<file path="src/rtl/zxvga_scan_ctrl_pkg.sv">
// Shared zxvga raster constants, mode-state encoding and horizontal geometry helpers.
// Timing codes: 000/001 = 48k, 010/011 = 128k, 100 = Pentagon; 101..111 are passed through.
package zxvga_scan_ctrl_pkg;

    localparam int unsigned H_W  = 11;
    localparam int unsigned V_W  = 10;
    localparam int unsigned MT_W = 3;

    localparam int unsigned H_TOTAL_DEF  = 864;
    localparam int unsigned H_ACTIVE_DEF = 720;
    localparam int unsigned H_SYNC_DEF   = 64;
    localparam int unsigned V_TOTAL_DEF  = 625;
    localparam int unsigned V_ACTIVE_DEF = 576;
    localparam int unsigned V_FP_DEF     = 5;
    localparam int unsigned V_SYNC_DEF   = 5;

    localparam int unsigned HFP_48K  = 48;
    localparam int unsigned HFP_128K = 64;

    // Only this bit of the timing code selects the porch geometry.
    localparam int unsigned MT_GEOM_BIT = 1;

    typedef enum logic {
        ST_ACTIVE  = 1'b0,
        ST_PENDING = 1'b1
    } mode_state_t;

    // Horizontal sync window, start inclusive, end exclusive.
    typedef struct packed {
        logic [H_W-1:0] hs_start;
        logic [H_W-1:0] hs_end;
    } hgeom_t;

    function automatic logic [H_W-1:0] hfp_of(input logic [MT_W-1:0] mode);
        return mode[MT_GEOM_BIT] ? H_W'(HFP_128K) : H_W'(HFP_48K);
    endfunction

endpackage

</file>
<file path="src/rtl/zxvga_hgeom.sv">
// Combinational horizontal geometry: timing code -> front porch and hsync window.
module zxvga_hgeom
    import zxvga_scan_ctrl_pkg::*;
#(
    parameter int unsigned H_ACTIVE = H_ACTIVE_DEF,
    parameter int unsigned H_SYNC   = H_SYNC_DEF
) (
    input  logic [MT_W-1:0] mode,
    output hgeom_t          geom_c
);

    logic [H_W-1:0] hfp_c;

    // Back porch is whatever remains of the fixed line length after sync.
    always_comb begin
        hfp_c           = hfp_of(mode);
        geom_c.hs_start = H_W'(H_ACTIVE) + hfp_c;
        geom_c.hs_end   = H_W'(H_ACTIVE) + hfp_c + H_W'(H_SYNC);
    end

endmodule

</file>
<file path="src/rtl/zxvga_scan_ctrl.sv">
// zxvga raster sequencer: h/v counters, registered DE/sync decodes and a
// frame-boundary mode switch so geometry never changes mid-frame.
module zxvga_scan_ctrl
    import zxvga_scan_ctrl_pkg::*;
#(
    parameter int unsigned H_TOTAL  = H_TOTAL_DEF,
    parameter int unsigned H_ACTIVE = H_ACTIVE_DEF,
    parameter int unsigned H_SYNC   = H_SYNC_DEF,
    parameter int unsigned V_TOTAL  = V_TOTAL_DEF,
    parameter int unsigned V_ACTIVE = V_ACTIVE_DEF,
    parameter int unsigned V_FP     = V_FP_DEF,
    parameter int unsigned V_SYNC   = V_SYNC_DEF,
    parameter logic        HS_POL   = 1'b0,
    parameter logic        VS_POL   = 1'b0
) (
    input  logic            clk,
    input  logic            reset,
    input  logic [MT_W-1:0] machine_timing,
    output logic [H_W-1:0]  hcount,
    output logic [V_W-1:0]  vcount,
    output logic            de,
    output logic            hsync,
    output logic            vsync,
    output logic            frame_start,
    output logic [MT_W-1:0] mode_active,
    output logic            mode_pending
);

    localparam logic [H_W-1:0] H_LAST   = H_W'(H_TOTAL - 1);
    localparam logic [V_W-1:0] V_LAST   = V_W'(V_TOTAL - 1);
    localparam logic [H_W-1:0] H_ACT    = H_W'(H_ACTIVE);
    localparam logic [V_W-1:0] V_ACT    = V_W'(V_ACTIVE);
    localparam logic [V_W-1:0] VS_START = V_W'(V_ACTIVE + V_FP);
    localparam logic [V_W-1:0] VS_END   = V_W'(V_ACTIVE + V_FP + V_SYNC);

    mode_state_t     state, state_nxt;
    logic [MT_W-1:0] mode_nxt;
    logic            run;
    logic            frame_end;
    logic [H_W-1:0]  h_nxt;
    logic [V_W-1:0]  v_nxt;
    logic            de_nxt, hsync_nxt, vsync_nxt, fs_nxt;
    hgeom_t          geom;

    assign frame_end = (hcount == H_LAST) && (vcount == V_LAST);

    // Mode FSM: hold a differing request until the last clock of the frame.
    always_comb begin
        state_nxt = state;
        mode_nxt  = mode_active;
        case (state)
            ST_ACTIVE: begin
                if (machine_timing != mode_active) begin
                    state_nxt = ST_PENDING;
                end
            end
            ST_PENDING: begin
                if (frame_end) begin
                    state_nxt = ST_ACTIVE;
                    mode_nxt  = machine_timing;
                end else if (machine_timing == mode_active) begin
                    state_nxt = ST_ACTIVE;
                end
            end
            default: state_nxt = ST_ACTIVE;
        endcase
    end

    always_ff @(posedge clk) begin
        if (reset) begin
            state        <= ST_ACTIVE;
            mode_active  <= machine_timing;
            mode_pending <= 1'b0;
        end else begin
            state        <= state_nxt;
            mode_active  <= mode_nxt;
            mode_pending <= (state_nxt == ST_PENDING);
        end
    end

    // Counters hold at 0 for the first post-reset clock so it shows h=0,v=0 with DE.
    always_comb begin
        h_nxt = hcount;
        v_nxt = vcount;
        if (!run) begin
            h_nxt = '0;
            v_nxt = '0;
        end else if (hcount == H_LAST) begin
            h_nxt = '0;
            v_nxt = (vcount == V_LAST) ? '0 : vcount + V_W'(1);
        end else begin
            h_nxt = hcount + H_W'(1);
        end
    end

    // Geometry follows the mode that will be in force on the next cycle.
    zxvga_hgeom #(
        .H_ACTIVE (H_ACTIVE),
        .H_SYNC   (H_SYNC)
    ) u_hgeom (
        .mode   (mode_nxt),
        .geom_c (geom)
    );

    // Decode the next counter values so registered pins line up with hcount/vcount.
    always_comb begin
        de_nxt    = (h_nxt < H_ACT) && (v_nxt < V_ACT);
        hsync_nxt = ((h_nxt >= geom.hs_start) && (h_nxt < geom.hs_end)) ? HS_POL : ~HS_POL;
        vsync_nxt = ((v_nxt >= VS_START) && (v_nxt < VS_END)) ? VS_POL : ~VS_POL;
        fs_nxt    = (h_nxt == '0) && (v_nxt == '0);
    end

    always_ff @(posedge clk) begin
        if (reset) begin
            hcount      <= '0;
            vcount      <= '0;
            run         <= 1'b0;
            de          <= 1'b0;
            hsync       <= ~HS_POL;
            vsync       <= ~VS_POL;
            frame_start <= 1'b0;
        end else begin
            hcount      <= h_nxt;
            vcount      <= v_nxt;
            run         <= 1'b1;
            de          <= de_nxt;
            hsync       <= hsync_nxt;
            vsync       <= vsync_nxt;
            frame_start <= fs_nxt;
        end
    end

endmodule

</file>
<file path="config.mk">
export PLATFORM = sky130hd
export DESIGN_NAME = zxvga_scan_ctrl
export DESIGN_NICKNAME = d
export VERILOG_FILES = /design/src/rtl/zxvga_scan_ctrl_pkg.sv /design/src/rtl/zxvga_hgeom.sv /design/src/rtl/zxvga_scan_ctrl.sv
export SDC_FILE = /design/constraint.sdc
export NUM_CORES = 1
export LEC_CHECK = 0
export ABC_AREA = 1
export CELL_PAD_IN_SITES_DETAIL_PLACEMENT = 2
export CELL_PAD_IN_SITES_GLOBAL_PLACEMENT = 2
export CORE_MARGIN = 2
export CORE_UTILIZATION = 28
export DETAILED_ROUTE_END_ITERATION = 12
export PLACE_DENSITY = 0.92
export SLEW_MARGIN = 30
export SYNTH_ARGS = -nofsm -noshare
export SYNTH_HDL_FRONTEND = slang
export SYNTH_SLANG_ARGS = --single-unit
</file>
<file path="constraint.sdc">
create_clock -name clk -period 2.15 [get_ports clk]
set_input_delay 0.43 -clock clk [delete_from_list [all_inputs] [get_ports clk]]
set_output_delay 0.43 -clock clk [all_outputs]
set_load 0.02 [all_outputs]
</file>
* After elaboration in Yosys (flattened, before gate mapping)
Index checks and enable logic that the tools add are counted.
W data, S select, Z words.
** Word-level totals
- Register bits after elaboration :: 30
- Input port bits :: 5
- Output and inout port bits :: 29
- Logic and storage cells :: 51
** Cells by class
- $add $sub $neg :: 4
- Magnitude comparators :: 6
- Equal/unequal tests :: 4
- Muxes and demuxes :: 16
- Bitwise operators :: 1
- Reductions and logical operators :: 10
** Operators by type and width (number)
- $mux W10 :: 3
- $mux W11 :: 2
- $lt A10 B10 Y1 const B :: 2
- $add A10 B11 Y11 const A :: 1
- $add A11 B1 Y11 const B :: 1
- $add A11 B7 Y11 const B :: 1
- $eq A11 B10 Y1 const B :: 1
- $ge A11 B11 Y1 :: 1
- $logic_not A11 Y1 :: 1
- $lt A11 B10 Y1 const B :: 1
- $lt A11 B11 Y1 :: 1
- $add A10 B1 Y10 const B :: 1
- $eq A10 B10 Y1 const B :: 1
- $ge A10 B10 Y1 const B :: 1
- $logic_not A10 Y1 :: 1
- $mux W3 :: 3
- $mux W7 :: 1
- $mux W1 :: 6
- $logic_and A1 B1 Y1 :: 5
- $reduce_bool A2 Y1 :: 2
- $eq A3 B3 Y1 :: 1
- $ne A3 B3 Y1 :: 1
- $pmux W1 S2 :: 1
- $reduce_and A2 Y1 :: 1
- $not A1 Y1 :: 1

* Logic depth before layout (Yosys ltp)
- Depth in word-level cells :: 10
- Depth in mapped cells :: 13
- Depth with buffers taken out :: 13

* Modules after synthesis
Synthesis repeated with hierarchy kept, for this count alone.
** Unflattened totals
- Cell total of the unflattened synthesis :: 419
- Area total of the unflattened synthesis :: 2598.7 µm²
** By module, submodules not included
- zxvga_scan_ctrl :: instances 1, cells an instance 395, area each 2426.1 µm², seq. area each 600.6 µm²
- zxvga_hgeom :: instances 1, cells an instance 24, area each 172.7 µm², seq. area each 0.0 µm²

* Least setup slack after synthesis
No wires, ideal clock.
- Path type :: register to register
- Start :: register hcount[1]
- End :: register hsync
- Library setup time :: 0.120 ns
- Arrival :: 1.868 ns
- Data required time :: 2.030 ns
- Slack :: 0.163 ns
- Cell stages (with the launch flop) :: 11
- Path buffers :: 0
- Clock period less this slack :: 1.987 ns
- Cell sequence :: dfxtp_1 ha_1 nand3_2 nor2_4 nand3_4 nor3b_2 o21ai_0 ha_1 nand3_1 nand3_1 nand2_1
** On the way
- Word-level cells in the longest chain between the ends :: 10
- Elaborated cells on any way between the ends :: 14
- Classes of those cells :: 3 x add/sub; 2 x order compare; 1 x eq/ne; 6 x mux; 2 x reduce/logical
** RTL lines
- from (decl) :: RTL line zxvga_scan_ctrl.sv:19 : output logic [H_W-1:0] hcount,
- from (signal assigned) :: RTL line zxvga_scan_ctrl.sv:123 : hcount <= h_nxt;
- $eq A11 B10 Y1 :: RTL line zxvga_scan_ctrl.sv:45, zxvga_scan_ctrl.sv:88
- $logic_and A1 B1 Y1 :: RTL line zxvga_scan_ctrl.sv:45 : assign frame_end = (hcount == H_LAST) && (vcount == V_LAST);
- $mux W3 :: RTL line zxvga_scan_ctrl.sv:58 : if (frame_end) begin
- $mux W3 :: RTL line zxvga_scan_ctrl.sv:51 : case (state)
- $mux W7 :: RTL line zxvga_scan_ctrl_pkg.sv:35 : return mode[MT_GEOM_BIT] ? H_W'(HFP_128K) : H_W'(HFP_48K);
- $add A10 B11 Y11 :: RTL line zxvga_hgeom.sv:17, zxvga_hgeom.sv:18
- $add A11 B7 Y11 :: RTL line zxvga_hgeom.sv:18 : geom_c.hs_end = H_W'(H_ACTIVE) + hfp_c + H_W'(H_SYNC);
- $lt A11 B11 Y1 :: RTL line zxvga_scan_ctrl.sv:108 : hsync_nxt = ((h_nxt >= geom.hs_start) && (h_nxt < geom.hs_end)) ? HS_POL : ~HS_POL;
- $logic_and A1 B1 Y1 * :: RTL line zxvga_scan_ctrl.sv:108
- $mux W1 * :: RTL line zxvga_scan_ctrl.sv:108
- to (signal assigned) :: RTL line zxvga_scan_ctrl.sv:119 : hsync <= ~HS_POL;
- to (signal assigned) :: RTL line zxvga_scan_ctrl.sv:127 : hsync <= hsync_nxt;
- to (decl) :: RTL line zxvga_scan_ctrl.sv:22 : output logic hsync,
Mark *: on every way between the ends. The rest lies on a longest branch, timed or not. The select of a mux whose other input is x is not followed.
A chain may end at the register's enable or synchronous reset.

* Worst setup path after layout
- Start :: register vcount[1]
- End :: register hsync
** On the way
- Word-level cells in the longest chain between the ends :: 10
- Elaborated cells on any way between the ends :: 11
- Classes of those cells :: 2 x add/sub; 2 x order compare; 1 x eq/ne; 4 x mux; 2 x reduce/logical
** RTL lines
- from (decl) :: RTL line zxvga_scan_ctrl.sv:20 : output logic [V_W-1:0] vcount,
- from (signal assigned) :: RTL line zxvga_scan_ctrl.sv:124 : vcount <= v_nxt;
- $eq A10 B10 Y1 * :: RTL line zxvga_scan_ctrl.sv:45
- $logic_and A1 B1 Y1 * :: RTL line zxvga_scan_ctrl.sv:45
- $mux W3 * :: RTL line zxvga_scan_ctrl.sv:58
- $mux W3 * :: RTL line zxvga_scan_ctrl.sv:51
- $mux W7 * :: RTL line zxvga_scan_ctrl_pkg.sv:35
- $add A10 B11 Y11 * :: RTL line zxvga_hgeom.sv:17, zxvga_hgeom.sv:18
- $add A11 B7 Y11 :: RTL line zxvga_hgeom.sv:18
- $lt A11 B11 Y1 :: RTL line zxvga_scan_ctrl.sv:108
- $logic_and A1 B1 Y1 * :: RTL line zxvga_scan_ctrl.sv:108
- $mux W1 * :: RTL line zxvga_scan_ctrl.sv:108
Marked as above.

==> run metrics <==
most frequent cells in the layout=nand2_1 (93), nor2_1 (58), inv_1 (37), clkdlybuf4s50_1 (33), nand3_1 (28); status=completed; biggest regs=hcount: 11 flops, vcount: 10 flops, mode_active: 3 flops; Syn Inst Count=309; clk root buf=clkbuf_8; complex-gate fraction of the synthesized area=2.14%; Req. time, crit path=roughly 2.3 ns; Worst Tran Pin Value=a little under 0.7 ns; Crit Reg-Reg Startpoint=vcount[1]; Final Hold Fails=0; Max-Slew Margin vs Limit=between 50% and 60%; Worst EP arrival=about 2.3 ns; Worst Path Buf+Inv=2; endpoint class of the critical path=flop; VDD IR-drop max=0.000300 V; largest net degree at the start of global routing=14; Worst-path clk slew=approximately 0.080 ns; Inst Count DP=424; CTS sink count=30; Ys Warns=0; total grt overflow=0; Pwr per Cell Area=489 nW/um^2; most flop-heavy register=hcount; # setup viols final=0; number of flip-flops in the largest register=11; Tightest Hold Check Type=flop to flop; non-filler cells, final=440; num rows=30; Synthesized Nets=318; Avg Cell Area, Syn=around 6.2 um^2; Clk Latency, worst-skew pair=0.30 ns; synthesized-area fraction occupied by xor and xnor cells=0%; largest family of logic cells by synthesized area=simple AND/OR/NAND/NOR gates; Worst Skew=0.0113 ns; CP top delay family=simple AND/OR/NAND/NOR gates; share of cells above drive strength 1=16.9%; fmax=467 MHz; Setup crit start kind=flop; Die Span X=86.9 um; core area=6720 um^2; min Tclk post-route=2.14 ns; H-tree Lvls=2; GR Util All Layers=a little under a quarter; Synth Area in Adders=about 2.6%; drt drc=0; Seq/Total Area, Yosys=approximately 32%; die footprint=7560 um^2; diode count=0; CTS Buf Count=5; Final ANT Viol Nets=0; wire per inst=roughly 20 um; DR vias/cell=5.18; GPL Wtd Cong=roughly 0.77; vias in the first global route=~2,400; num ports=34; Clock Path Buffers=2; Post-Synth Simple-Gate Area=about 54%; worst setup path startpoint=vcount[1]; Max-Cap Viols=0; mux contribution to synthesized area=0%; crit path max-delay cell type=dfxtp_4; Pleak=1.23 nW; slowest stage delay, CP=0.37 ns; TritonCTS clock tree=done; synth unique cells=27; initial antenna violation count=0; die height=86.9 um; first-pass GRT wire length=between 10,000 and 15,000 um; Post-Route WL=~9000 um; final period utilization=between 90% and 100%; fin nets=368; DP Worst Slack=around 0.0024 ns; commonest non-fill, non-tap cell in the layout=nand2_1; via count=2,280; Final WS setup=0.00673 ns; TritonRoute pass-1 iters=4; CP Class=flop to flop; # port buffers=33; Initial DRC Count=between 100 and 150; register bit total from synthesis=30; synthesis-to-layout area growth=38.2%; most used cell, CP=nand3_1; setup TNS=0 ns; Mapped Area=around 1900 um^2; Worst Path Max Fanout=5; min-delay src=mode_active[1]; hold buffer count at cts=0; flop-to-flop setup slack=0.007 ns; initial core utilization=28.7%; fin. max-slew vios=0; HPWL Detailed=5710 um; critical path, cell by cell=inv_4 > ha_4 > nand2_2 > nor2_4 > nand3_4 > nor3b_4 > buf_4 > o21ai_1 > ha_2 > nand3_1 > nand3_1 > nand2_1
final timing paths:
check                                 endpoint  depth (start not counted)
worst max-delay path                     hsync                         12
worst max register to register           hsync                         12
worst min register to register  mode_active[1]                          2
worst min-delay path            mode_active[1]                          2
timing repair:
action                                  4_1_cts  5_1_grt
endpoints found under the setup margin        1        6
pin swaps                                     2        5
gates resized for setup                       6       22
setup buffers                                 2        6
report_power, final:
part / total (mW) / leakage (nW) / internal, mW / switching, mW
Clock: 0.606 / 0.0524 / 0.347 / 0.259
Combinational: 0.110 / 0.930 / 0.0473 / 0.0631
Sequential: 0.586 / 0.250 / 0.571 / 0.0153
synthesized netlist by cell type, drive strengths merged:
cell type,count,area [um^2]
a21oi,1,5.00
a221oi,1,8.76
a31oi,1,6.26
clkbuf,4,15.0
dfxtp,28,561
edfxtp,2,60.1
ha,4,50.1
inv,41,154
nand2,100,405
nand3,34,198
nand3b,5,37.5
nand4,8,50.1
nor2,70,314
nor3,3,15.0
nor3b,1,12.5
o21ai,3,15.0
o22ai,1,6.26
or2,2,12.5
cell type report:
| type | instances | area (um^2) |
|---|---|---|
| Timing Repair Buffer | 47 | 448 |
| Clock buffer | 7 | 76.3 |
| Inverter | 41 | 156 |
| Tap cell | 80 | 100 |
| Multi-Input combinational cell | 234 | 1220 |
| Fill cell | 814 | 4060 |
| Clock inverter | 1 | 30.0 |
| Sequential cell | 30 | 633 |
metrics by stage:
step           instance area, um^2  hold WS [ns]  utilization, %  power, mW
6_report                      2660         0.484            39.6       1.30
5_1_grt                       2660         0.516            39.6       1.34
4_1_cts                       2530         0.489            37.6       1.29
3_5_place_dp                  2390         0.478            35.5      0.706
3_3_place_gp                  2390         0.467            35.5      0.701
2_1_floorplan                 1930         0.514               -      0.653
per-layer routing:
layer	track usage, %	up-vias	part of all wire, %
met5	0	-	0
met4	6.68	0	3.0
met3	4.83	24	3.6
met2	39.9	58	52
met1	27.6	1132	42
li1	-	1066	-
cell families after synthesis:
group           after synthesis
fa+ha+maj                     4
simple gates                223
flops                        30
compound gates                7
buf+inv                      45
worst reg2reg max path, cell delays in order, from the launching register on:
cell     delay (ns)
dfxtp_4        0.37
inv_4          0.08
ha_4           0.15
nand2_2        0.08
nor2_4         0.14
nand3_4        0.12
nor3b_4        0.29
buf_4          0.17
o21ai_1        0.07
ha_2           0.32
nand3_1        0.07
nand3_1        0.10
nand2_1        0.06
(Power assumes the default switching activity.)
